### src/rtl/data_mem_responder_if.sv
// Load/store port between the CPU initiator and data_mem_responder.
// The req_be byte-strobe signal exists only when BYTE_STROBE_EN is defined.
interface data_mem_responder_if;
    logic        req_valid;
    logic        req_ready;
    logic        req_we;
    logic [31:0] req_addr;
    logic [31:0] req_wdata;
`ifdef BYTE_STROBE_EN
    logic [3:0]  req_be;
`endif
    logic        rsp_valid;
    logic        rsp_ready;
    logic [31:0] rsp_rdata;
    logic        rsp_err;

    modport master (
`ifdef BYTE_STROBE_EN
        output req_be,
`endif
        output req_valid, req_we, req_addr, req_wdata, rsp_ready,
        input  req_ready, rsp_valid, rsp_rdata, rsp_err
    );

    modport slave (
`ifdef BYTE_STROBE_EN
        input  req_be,
`endif
        input  req_valid, req_we, req_addr, req_wdata, rsp_ready,
        output req_ready, rsp_valid, rsp_rdata, rsp_err
    );
endinterface

### src/rtl/data_mem_responder.sv
// Single-outstanding word memory responder with WAIT_CYCLES wait states and big-endian storage.
// Optional macro BYTE_STROBE_EN adds per-byte store enables (req_be).
module data_mem_responder #(
    parameter int DEPTH_BYTES = 128,
    parameter int WAIT_CYCLES = 2
) (
    input logic CLK,
    input logic Reset,
    data_mem_responder_if.slave bus
);
    localparam int AW = $clog2(DEPTH_BYTES);
    localparam logic [31:0] LAST_WORD = 32'(DEPTH_BYTES - 4);

    typedef enum logic [1:0] {S_IDLE, S_WAIT, S_RESP} state_t;

    state_t      state_q, state_d;
    logic [3:0]  cnt_q, cnt_d;
    logic        we_q, we_d;
    logic [31:0] addr_q, addr_d;
    logic [31:0] wdata_q, wdata_d;
    logic [3:0]  be_q, be_d;
    logic [31:0] rdata_q, rdata_d;
    logic        err_q, err_d;

    logic [7:0]  mem_q [DEPTH_BYTES];

    logic [3:0]    reqBe;
    logic [AW-1:0] base;
    logic          reqErr;
    logic          enterResp;
    logic [31:0]   memWord;

`ifdef BYTE_STROBE_EN
    assign reqBe = bus.req_be;
`else
    assign reqBe = 4'hF;
`endif

    // The full 32-bit compare keeps high addresses from aliasing into the array.
    assign reqErr    = (addr_q[1:0] != 2'b00) || (addr_q > LAST_WORD);
    assign base      = {addr_q[AW-1:2], 2'b00};
    assign enterResp = (state_q == S_WAIT) && (cnt_q == 4'd0);
    assign memWord   = {mem_q[base], mem_q[base + AW'(1)],
                        mem_q[base + AW'(2)], mem_q[base + AW'(3)]};

    always_ff @(posedge CLK) begin
        if (!Reset) begin
            state_q <= S_IDLE;
            cnt_q   <= 4'd0;
            we_q    <= 1'b0;
            addr_q  <= 32'd0;
            wdata_q <= 32'd0;
            be_q    <= 4'd0;
            rdata_q <= 32'd0;
            err_q   <= 1'b0;
        end else begin
            state_q <= state_d;
            cnt_q   <= cnt_d;
            we_q    <= we_d;
            addr_q  <= addr_d;
            wdata_q <= wdata_d;
            be_q    <= be_d;
            rdata_q <= rdata_d;
            err_q   <= err_d;
        end
    end

    // Storage is deliberately left out of reset; a store commits only on the RESP entry edge.
    always_ff @(posedge CLK) begin
        if (Reset && enterResp && we_q && !reqErr) begin
            for (int k = 0; k < 4; k++) begin
                if (be_q[3-k]) begin
                    mem_q[base + AW'(k)] <= wdata_q[31-8*k -: 8];
                end
            end
        end
    end

    // Counter starts at WAIT_CYCLES so rsp_valid rises WAIT_CYCLES+1 edges after acceptance.
    always_comb begin
        state_d = state_q;
        cnt_d   = cnt_q;
        we_d    = we_q;
        addr_d  = addr_q;
        wdata_d = wdata_q;
        be_d    = be_q;
        rdata_d = rdata_q;
        err_d   = err_q;
        case (state_q)
            S_IDLE: begin
                if (bus.req_valid) begin
                    we_d    = bus.req_we;
                    addr_d  = bus.req_addr;
                    wdata_d = bus.req_wdata;
                    be_d    = reqBe;
                    cnt_d   = 4'(WAIT_CYCLES);
                    state_d = S_WAIT;
                end
            end
            S_WAIT: begin
                if (cnt_q == 4'd0) begin
                    state_d = S_RESP;
                    err_d   = reqErr;
                    rdata_d = (we_q || reqErr) ? 32'd0 : memWord;
                end else begin
                    cnt_d = cnt_q - 4'd1;
                end
            end
            S_RESP: begin
                if (bus.rsp_ready) begin
                    state_d = S_IDLE;
                    err_d   = 1'b0;
                end
            end
            default: state_d = S_IDLE;
        endcase
    end

    always_comb begin
        bus.req_ready = (state_q == S_IDLE);
        bus.rsp_valid = (state_q == S_RESP);
        bus.rsp_rdata = rdata_q;
        bus.rsp_err   = err_q;
    end
endmodule

### src/flat_wrapper.sv
// flat-port wrapper written by rule: the top's interface ports become plain ports
module data_mem_responder_flat 
#(
    parameter int DEPTH_BYTES = 128,
    parameter int WAIT_CYCLES = 2
)
  (CLK, Reset, bus_req_valid, bus_req_we, bus_req_addr, bus_req_wdata, bus_rsp_ready, bus_req_ready, bus_rsp_valid, bus_rsp_rdata, bus_rsp_err);
  data_mem_responder_if bus_i ();
  input logic CLK;
  input logic Reset;
  input wire logic [$bits(bus_i.req_valid)-1:0] bus_req_valid;
  input wire logic [$bits(bus_i.req_we)-1:0] bus_req_we;
  input wire logic [$bits(bus_i.req_addr)-1:0] bus_req_addr;
  input wire logic [$bits(bus_i.req_wdata)-1:0] bus_req_wdata;
  input wire logic [$bits(bus_i.rsp_ready)-1:0] bus_rsp_ready;
  output wire logic [$bits(bus_i.req_ready)-1:0] bus_req_ready;
  output wire logic [$bits(bus_i.rsp_valid)-1:0] bus_rsp_valid;
  output wire logic [$bits(bus_i.rsp_rdata)-1:0] bus_rsp_rdata;
  output wire logic [$bits(bus_i.rsp_err)-1:0] bus_rsp_err;
  assign bus_i.req_valid = bus_req_valid;
  assign bus_i.req_we = bus_req_we;
  assign bus_i.req_addr = bus_req_addr;
  assign bus_i.req_wdata = bus_req_wdata;
  assign bus_i.rsp_ready = bus_rsp_ready;
  assign bus_req_ready = bus_i.req_ready;
  assign bus_rsp_valid = bus_i.rsp_valid;
  assign bus_rsp_rdata = bus_i.rsp_rdata;
  assign bus_rsp_err = bus_i.rsp_err;
  data_mem_responder #(.DEPTH_BYTES(DEPTH_BYTES), .WAIT_CYCLES(WAIT_CYCLES)) u_core (.CLK(CLK), .Reset(Reset), .bus(bus_i));
endmodule
### config.mk
export PLATFORM = sky130hd
export DESIGN_NAME = data_mem_responder_flat
export DESIGN_NICKNAME = d
export VERILOG_FILES = /design/src/rtl/data_mem_responder_if.sv /design/src/rtl/data_mem_responder.sv /design/src/flat_wrapper.sv
export SDC_FILE = /design/constraint.sdc
export NUM_CORES = 1
export LEC_CHECK = 0
export ABC_AREA = 1
export CORE_MARGIN = 2
export CORE_UTILIZATION = 60
export DETAILED_ROUTE_END_ITERATION = 7
export PLACE_DENSITY_LB_ADDON = 0.05
export SYNTH_ARGS = -nofsm -noshare
export SYNTH_HDL_FRONTEND = slang
export SYNTH_SLANG_ARGS = --single-unit
### constraint.sdc
create_clock -name CLK -period 6.4 [get_ports CLK]
set_clock_uncertainty 0.05 [all_clocks]
set_input_delay 1.92 -clock CLK [delete_from_list [all_inputs] [get_ports CLK]]
set_output_delay 1.92 -clock CLK [all_outputs]
set_load 0.1 [all_outputs]
After elaboration in Yosys (flattened, before gate mapping)
Memories as Yosys holds them, arrays and structs flattened. A register that Yosys moved wholly into a read port is not among the register bits.
Index checks and enable logic that the tools add are counted.
{ "op_classes": {"addsub": 4, "multipliers": 0, "n_div": 0, "magnitude_cmp": 1, "eq_ne": 6, "n_shift": 0, "n_mux": 25, "n_bitwise": 0, "n_reduce_logical": 17} }
{ "ops": {"columns": ["op", "n"], "rows": [
  ["> comparator 32 x 7 -> 1 bit, second input constant", 1],
  ["two-way mux 32 bit", 1],
  ["adder 7 x 2 -> 7 bit, second input constant", 2],
  ["two-way mux 1 bit", 14],
  ["two-way mux 7 bit", 2],
  ["AND reduction 3 bit", 3],
  ["two-way mux 4 bit", 2],
  ["inequality test 2 bit, second input constant", 4],
  ["one-hot mux 4 bit (2 select lines)", 1],
  ["adder 7 x 1 -> 7 bit, second input constant", 1],
  ["two-way mux 2 bit", 3],
  ["one-hot mux 2 bit (3 select lines)", 1],
  ["nonzero test 2 bit", 3],
  ["logical AND 1 bit", 4],
  ["zero test 4 bit", 1],
  ["AND reduction 2 bit", 2],
  ["subtractor 4 x 1 -> 4 bit, second input constant", 1],
  ["== test 2 x 1 -> 1 bit, second input constant", 1],
  ["== test 2 bit, second input constant", 1],
  ["zero test 2 bit", 1],
  ["logical OR 1 bit", 2],
  ["one-hot mux 1 bit (2 select lines)", 1],
  ["zero test 1 bit", 1]
]} }
{ "totals": {"register_bits": 105, "latch_bits": 0, "mem_bits_rw": 1024, "mem_bits_ro": 0, "input_bits": 69, "output_inout_bits": 35, "wordCells": 62, "memories": 1} }
{ "mem_list": {"columns": ["name", "depth", "word_bits", "read_ports", "rd_ports_with_merged_regs", "wr", "line_no", "source"], "rows": [
  ["u_core.mem_q", 128, 8, 4, 1, 4, "data_mem_responder.sv:25", "logic [7:0] mem_q [DEPTH_BYTES];"]
]} }

Longest topological paths before layout
Gate-level depths: netlist (run 1).
{ "logic_depth": {"ltp_word": 7, "ltp_mapped": 12, "mapped_depth_nobuf": 10} }

Worst setup path before layout (run 1)
No wires, ideal clock.
{ "synth_path": {"path_kind": "input to register", "startpoint": "in Reset", "endpoint": "mem u_core.mem_q[108][0] (enable)", "setup_time_ns": 0.461, "arrival_ns": 4.742, "required_ns": 5.889, "setup_slack_ns": 1.146, "stages": 5, "path_buffers": 1, "cell_sequence": "nand3_1 > nor3_4 > nand2_2 > buf_2 > nor3_1"} }
{ "synth_lines": {"columns": ["item", "line_no", "source"], "rows": [
  ["from (decl)", "flat_wrapper.sv:10", "input logic Reset;"],
  ["to (decl)", "data_mem_responder.sv:25", null]
]} }

==> results of run 1 <==
[layout by cell type, fill, tap and decap left out, drive strengths merged]
| cell type | Yosys | routed |
|---|---|---|
| a31oi | 1 | 1 |
| buf | 135 | 101 |
| clkdlybuf4s50 | 0 | 102 |
| nand3 | 636 | 636 |
| nand2 | 1218 | 1218 |
| a21oi | 18 | 18 |
| diode | 0 | 2 |
| nand4 | 97 | 97 |
| nor2 | 249 | 249 |
| inv | 63 | 66 |
| ha | 2 | 2 |
| edfxtp | 1024 | 1024 |
| nor3 | 37 | 37 |
| o21ai | 68 | 68 |
| clkinv | 1 | 40 |
| clkbuf | 81 | 147 |
| bufinv | 0 | 14 |
| clkinvlp | 0 | 6 |
| dfxtp | 110 | 110 |
[stage by stage]
| step | cell area (um^2) | hold WS, ns |
|---|---|---|
| 2_1_floorplan | 44200 | 0.390 |
| 3_3_place_gp | 46400 | 0.406 |
| 3_5_place_dp | 46400 | 0.411 |
| 4_1_cts | 50200 | 0.422 |
| 5_1_grt | 50200 | 0.444 |
| 6_report | 50200 | 0.418 |
[area by class of cell]
type,instances,area [um^2]
clock buffers,147,3100
inverters,64,250
repair buffers,203,1830
flip-flops and latches,1134,33000
clock inverters,62,672
well taps,959,1200
diodes,2,5.00
fillers,5121,22700
multi-input cells,2326,10200
[cell families after synthesis]
kind of cell | share of synthesized area, %
AND/OR/NAND/NOR | 21.6
flip-flops | 74.5
buffers and inverters | 2.81
AO/OA/AOI/OAI | 0.988
adder cells (fa/ha/maj) | 0.0566
[state kept, by name, summed over array words and instances, names as in the netlist, named ones only]
register	flops
u_core.addr_q	32
u_core.bus.rsp_rdata	32
u_core.we_q	1
u_core.be_q	1
u_core.state_q	2
u_core.wdata_q	32
u_core.mem_q	1024
u_core.bus.rsp_err	1
u_core.cnt_q	4
[worst max-delay path, cell delays in order (launching register included)]
cell     delay [ns]
dfxtp_1        0.33
inv_1          0.10
ha_1           0.16
nand3_1        0.16
nor2_4         0.11
buf_4          0.47
inv_1          0.42
nor3_4         0.39
nand2_2        0.38
nor3_2         1.04
buf_4          0.48
[per-layer routing]
metal | vias to the layer above | GRT usage (%) | wire [um]
met5 | - | 0 | 0
met4 | 0 | 10.4 | 3580
met3 | 195 | 4.73 | 11100
met2 | 1516 | 49.1 | 55000
met1 | 14361 | 45.2 | 47800
li1 | 13294 | - | -
[worst min-delay path by stage]
stage	from	to	slack, ns	cells past startpoint
detailed placement	u_core.bus.rsp_rdata[27]	u_core.bus.rsp_rdata[27]	0.41	2
finish	u_core.bus.rsp_rdata[27]	u_core.bus.rsp_rdata[27]	0.42	2
global route	u_core.bus.rsp_rdata[29]	u_core.bus.rsp_rdata[29]	0.44	2
CTS	u_core.bus.rsp_rdata[27]	u_core.bus.rsp_rdata[27]	0.42	2
floorplan	u_core.be_q[0]	u_core.be_q[0]	0.39	2
global placement	u_core.bus.rsp_rdata[27]	u_core.bus.rsp_rdata[27]	0.41	2
[power breakdown]
group	internal [W]	switching (W)
registers	0.00825	0.000133
logic	0.000401	0.00115
clock network	0.00396	0.00271
==> impl_metrics.py, run 1 <==
metrics = {
    "cells_and_area": {
        "fin_nets": 3911,
        "fin_util_pct": 68.8,
        "drive_gt1_share_pct": 8.46,
        "area_delta_synth_final_pct": 13.6,
        "finalNonFillerCells": 4897,
    },
    "synthesis": {
        "synth.area.top_cells": "edfxtp_1 (70%), nand2_1 (10%), nand3_1 (7.2%), dfxtp_1 (5.0%), nor2_1 (2.1%)",
        "syn_area_per_cell_um2": 11.8,
        "async_flop_share_pct": 0,
        "netlist_area_um2": 44200,
        "yosys.area.top_type_share_pct": 69.6,
        "ys.flop_type": "edfxtp_1",
        "yosysTopAreaCell": "edfxtp_1",
        "yosysUniqueCellTypes": 26,
        "synth-edff-count": 1024,
        "synth_nets": 3811,
        "netlist_instances": 3740,
        "synth_most_common_cell": "nand2_1",
        "yosysSeqAreaShare_pct": 74.5,
        "ys_ff_latch": 1134,
        "yosysWarnings": 0,
        "synthTopCellsByCount": "nand2_1 (1215), edfxtp_1 (1024), nand3_1 (635)",
    },
    "clock_network": {
        "cts_tree": "built",
        "numCtsBuffers": 111,
        "htree_levels": 3,
        "clockRootBuffer": "clkbuf_16",
        "clk_pin_slew_ns": 0.06,
        "cts_hold_buf": 0,
        "clockBufferDepth": 3,
        "clkSinkCount": 1134,
        "post_cts_buffers": 0,
        "cts_resized": 0,
        "worst_skew_pair.late_latency_ns": 0.67,
    },
    "drt": {
        "dr.pass1.iters": 6,
        "vias_per_cell": 6.00,
        "routedWlPerCell_um": 24.0,
        "routed-via-count": 29366,
        "drt_wl_total_mm": 117,
        "drcViolationCount": 0,
        "dr.first_iter.drc_count": 4037,
        "ant_nets": 0,
    },
    "critical_path": {
        "crit_type": "flip-flop to flip-flop",
        "timing.rr.start": "u_core.cnt_q[1]",
        "r2r_cells": 10,
        "cp.required_ns": 6.68,
        "worstSetupStartpoint": "u_core.cnt_q[1]",
        "critical_path_arrival_ns": 4.71,
        "crit_end": "u_core.mem_q[22][0]",
        "start_kind": "flip-flop",
        "worstPathMaxFanout": 27,
        "r2r_end": "u_core.mem_q[22][0]",
        "crit_path_end_kind": "flip-flop",
        "r2r_slack_ns": 1.98,
    },
    "sta": {
        "hold_violations": 0,
        "slew_headroom_pct": 15.2,
        "finalSetupViolations": 0,
        "worst_slack_ns": 1.98,
        "worstMarginPinSlew_ns": 1.27,
        "rsz0062_at_grt": "false",
        "finalCritPeriodShare_pct": 69.1,
        "final_max_slew_viol_count": 0,
        "max_freq_mhz": 226,
        "setup_tns_ns": 0,
        "period_needed_ns": 4.42,
    },
    "grt": {
        "grt_pass1_vias": 27848,
        "gr-total-overflow": 0,
        "grt_start_max_net_pins": 172,
        "grt_pass1_wl_mm": 174,
        "gr-usage-all-layers_pct": 31.2,
        "antenna_found_initial": 3,
    },
    "placed_design": {
        "dp_hpwl_mm": 67.0,
        "dp_slack_ns": 1.62,
        "place_inst": 4686,
        "gp_congestion": 0.872,
        "io_buffers": 103,
    },
    "floorplan": {
        "rows": 99,
        "die_x_um": 275,
        "initial_core_util_pct": 60.6,
        "core_um2": 73000,
        "dieArea_um2": 75900,
        "die_y_um": 275,
        "ios": 104,
    },
    "status": {
        "status": "completed",
    },
    "worst_hold_path": {
        "min_path_type": "flip-flop to flip-flop",
    },
    "job": {
        "cap_violations": 0,
    },
    "pwr": {
        "power_density_nw_per_um2": 330,
        "irDropWorstVdd_uv": 262,
        "power.leakage_nw": 17.7,
        "total_power_w": 0.0166,
    },
}
(Power assumes the default switching activity.)
==> run 2, diff against run 1 <==
clock period = 4.5 ns   (was 6.4 ns; I/O delays follow)
==> impl_metrics.py, run 2 (synthesized netlist as in run 1, its figures left out) <==
metrics = {
    "grt": {
        "gr-total-overflow": 0,
        "grt_start_max_net_pins": 120,
        "antenna_found_initial": 3,
        "grt_pass1_wl_mm": 170,
        "gr-usage-all-layers_pct": 30.5,
        "grt_pass1_vias": 27717,
    },
    "critical_path": {
        "r2r_end": "u_core.bus.rsp_rdata[0]",
        "cp.required_ns": 3.10,
        "crit_end": "bus_rsp_valid",
        "critical_path_arrival_ns": 2.37,
        "worstPathMaxFanout": 3,
        "crit_path_end_kind": "primary output",
        "timing.rr.start": "u_core.addr_q[2]",
        "r2r_cells": 11,
        "r2r_slack_ns": 1.45,
        "start_kind": "flip-flop",
        "crit_type": "flip-flop to primary output",
        "worstSetupStartpoint": "u_core.state_q[1]",
    },
    "cells_and_area": {
        "area_delta_synth_final_pct": 13.8,
        "fin_nets": 3910,
        "drive_gt1_share_pct": 8.79,
        "final_cell_mix": "nand2_1 (1214), edfxtp_1 (1024), nand3_1 (635), nor2_1 (242), clkbuf_16 (117)",
        "top_register": "u_core.mem_q",
        "largest_reg_flops": 1024,
        "final_area_um2": 50300,
        "final_common_cell": "nand2_1",
    },
    "sta": {
        "period_needed_ns": 3.77,
        "setup_tns_ns": 0,
        "worst_slack_ns": 0.735,
        "rsz0062_at_grt": "false",
        "hold_violations": 0,
        "max_freq_mhz": 266,
        "final_max_slew_viol_count": 0,
        "finalCritPeriodShare_pct": 83.7,
        "slew_headroom_pct": 17.4,
        "finalSetupViolations": 0,
        "worstMarginPinSlew_ns": 1.24,
    },
    "pwr": {
        "total_power_w": 0.0238,
        "power_density_nw_per_um2": 473,
        "power.leakage_nw": 17.8,
        "irDropWorstVdd_uv": 377,
    },
    "clock_network": {
        "cts_hold_buf": 0,
        "htree_levels": 3,
        "cts_resized": 0,
        "clockBufferDepth": 3,
        "post_cts_buffers": 0,
        "numCtsBuffers": 111,
        "clkSinkCount": 1134,
        "worst_skew_pair.late_latency_ns": 0.67,
        "clk_pin_slew_ns": 0.06,
        "clockRootBuffer": "clkbuf_16",
        "cts_tree": "built",
    },
    "placed_design": {
        "io_buffers": 103,
        "dpl-instance-area_um2": 46500,
        "dp_hpwl_mm": 68.3,
        "dp_slack_ns": 0.928,
        "gp_congestion": 0.884,
    },
    "floorplan": {
        "die_y_um": 275,
        "die_x_um": 275,
        "initial_core_util_pct": 60.6,
        "core_um2": 73000,
        "rows": 99,
        "ios": 104,
        "dieArea_um2": 75900,
    },
    "drt": {
        "ant_nets": 0,
        "routed-via-count": 28800,
        "vias_per_cell": 5.88,
        "drcViolationCount": 0,
        "dr.pass1.iters": 6,
        "drt_wl_total_mm": 115,
        "dr.first_iter.drc_count": 3494,
        "routedWlPerCell_um": 23.4,
    },
    "job": {
        "cap_violations": 0,
    },
    "status": {
        "status": "completed",
    },
    "worst_hold_path": {
        "min_path_type": "flip-flop to flip-flop",
    },
}
[run 2: changes by cell type in the layout (fill, tap and decap cells not counted), sizes merged]
| cell | before | now |
|---|---|---|
| bufinv | 14 | 16 |
| clkinvlp | 6 | 4 |
| buf | 101 | 100 |
[run 2: metrics by stage]
stage,hold slack (ns),utilization (%),cells
after floorplan,0.390,-,3740
after global placement,0.401,63.8,4685
after detailed placement,0.405,63.8,4685
after CTS,0.415,69.0,4894
after global routing,0.451,69.0,4894
final,0.413,69.0,4896
[run 2: layer usage]
| metal | up-vias | part of all wire, % | track usage [%] | wire (um) |
|---|---|---|---|---|
| met2 | 1243 | 47 | 48.5 | 54500 |
| met3 | 224 | 9.0 | 5.52 | 10300 |
| li1 | 13287 | - | - | - |
| met5 | - | 0 | 0 | 0 |
| met1 | 14046 | 40 | 42.6 | 45700 |
| met4 | 0 | 3.6 | 11.6 | 4180 |
[run 2: worst min-delay path by stage]
stage,start,endpoint,cells past startpoint
after floorplan,u_core.be_q[0],u_core.be_q[0],2
after global placement,u_core.be_q[0],u_core.be_q[0],2
after detailed placement,u_core.bus.rsp_rdata[24],u_core.bus.rsp_rdata[24],2
after CTS,u_core.bus.rsp_rdata[24],u_core.bus.rsp_rdata[24],2
after global routing,u_core.bus.rsp_rdata[27],u_core.bus.rsp_rdata[27],2
final,u_core.bus.rsp_rdata[24],u_core.bus.rsp_rdata[24],2
[run 2: where the power goes]
| part | switching, W | internal (W) |
|---|---|---|
| Combinational | 0.00163 | 0.000566 |
| Sequential | 0.000319 | 0.0117 |
| Clock | 0.00385 | 0.00571 |
| Total | 0.00579 | 0.0180 |
[run 2: worst max-delay path, cell delays in order (launching register included)]
cell and delay (ns):
dfxtp_1 0.33, inv_1 0.06, nor2_1 0.15, clkdlybuf4s50_1 1.17
[run 2: layout make-up]
| class | count | area (um^2) |
|---|---|---|
| sequential | 1134 | 33000 |
| multi-input combinational | 2326 | 10200 |
| fill | 5168 | 22600 |
| tap | 959 | 1200 |
| clock buffer | 147 | 3070 |
| inverter | 64 | 250 |
| timing repair buffer | 202 | 1880 |
| clock inverter | 62 | 723 |
| antenna | 2 | 5.00 |
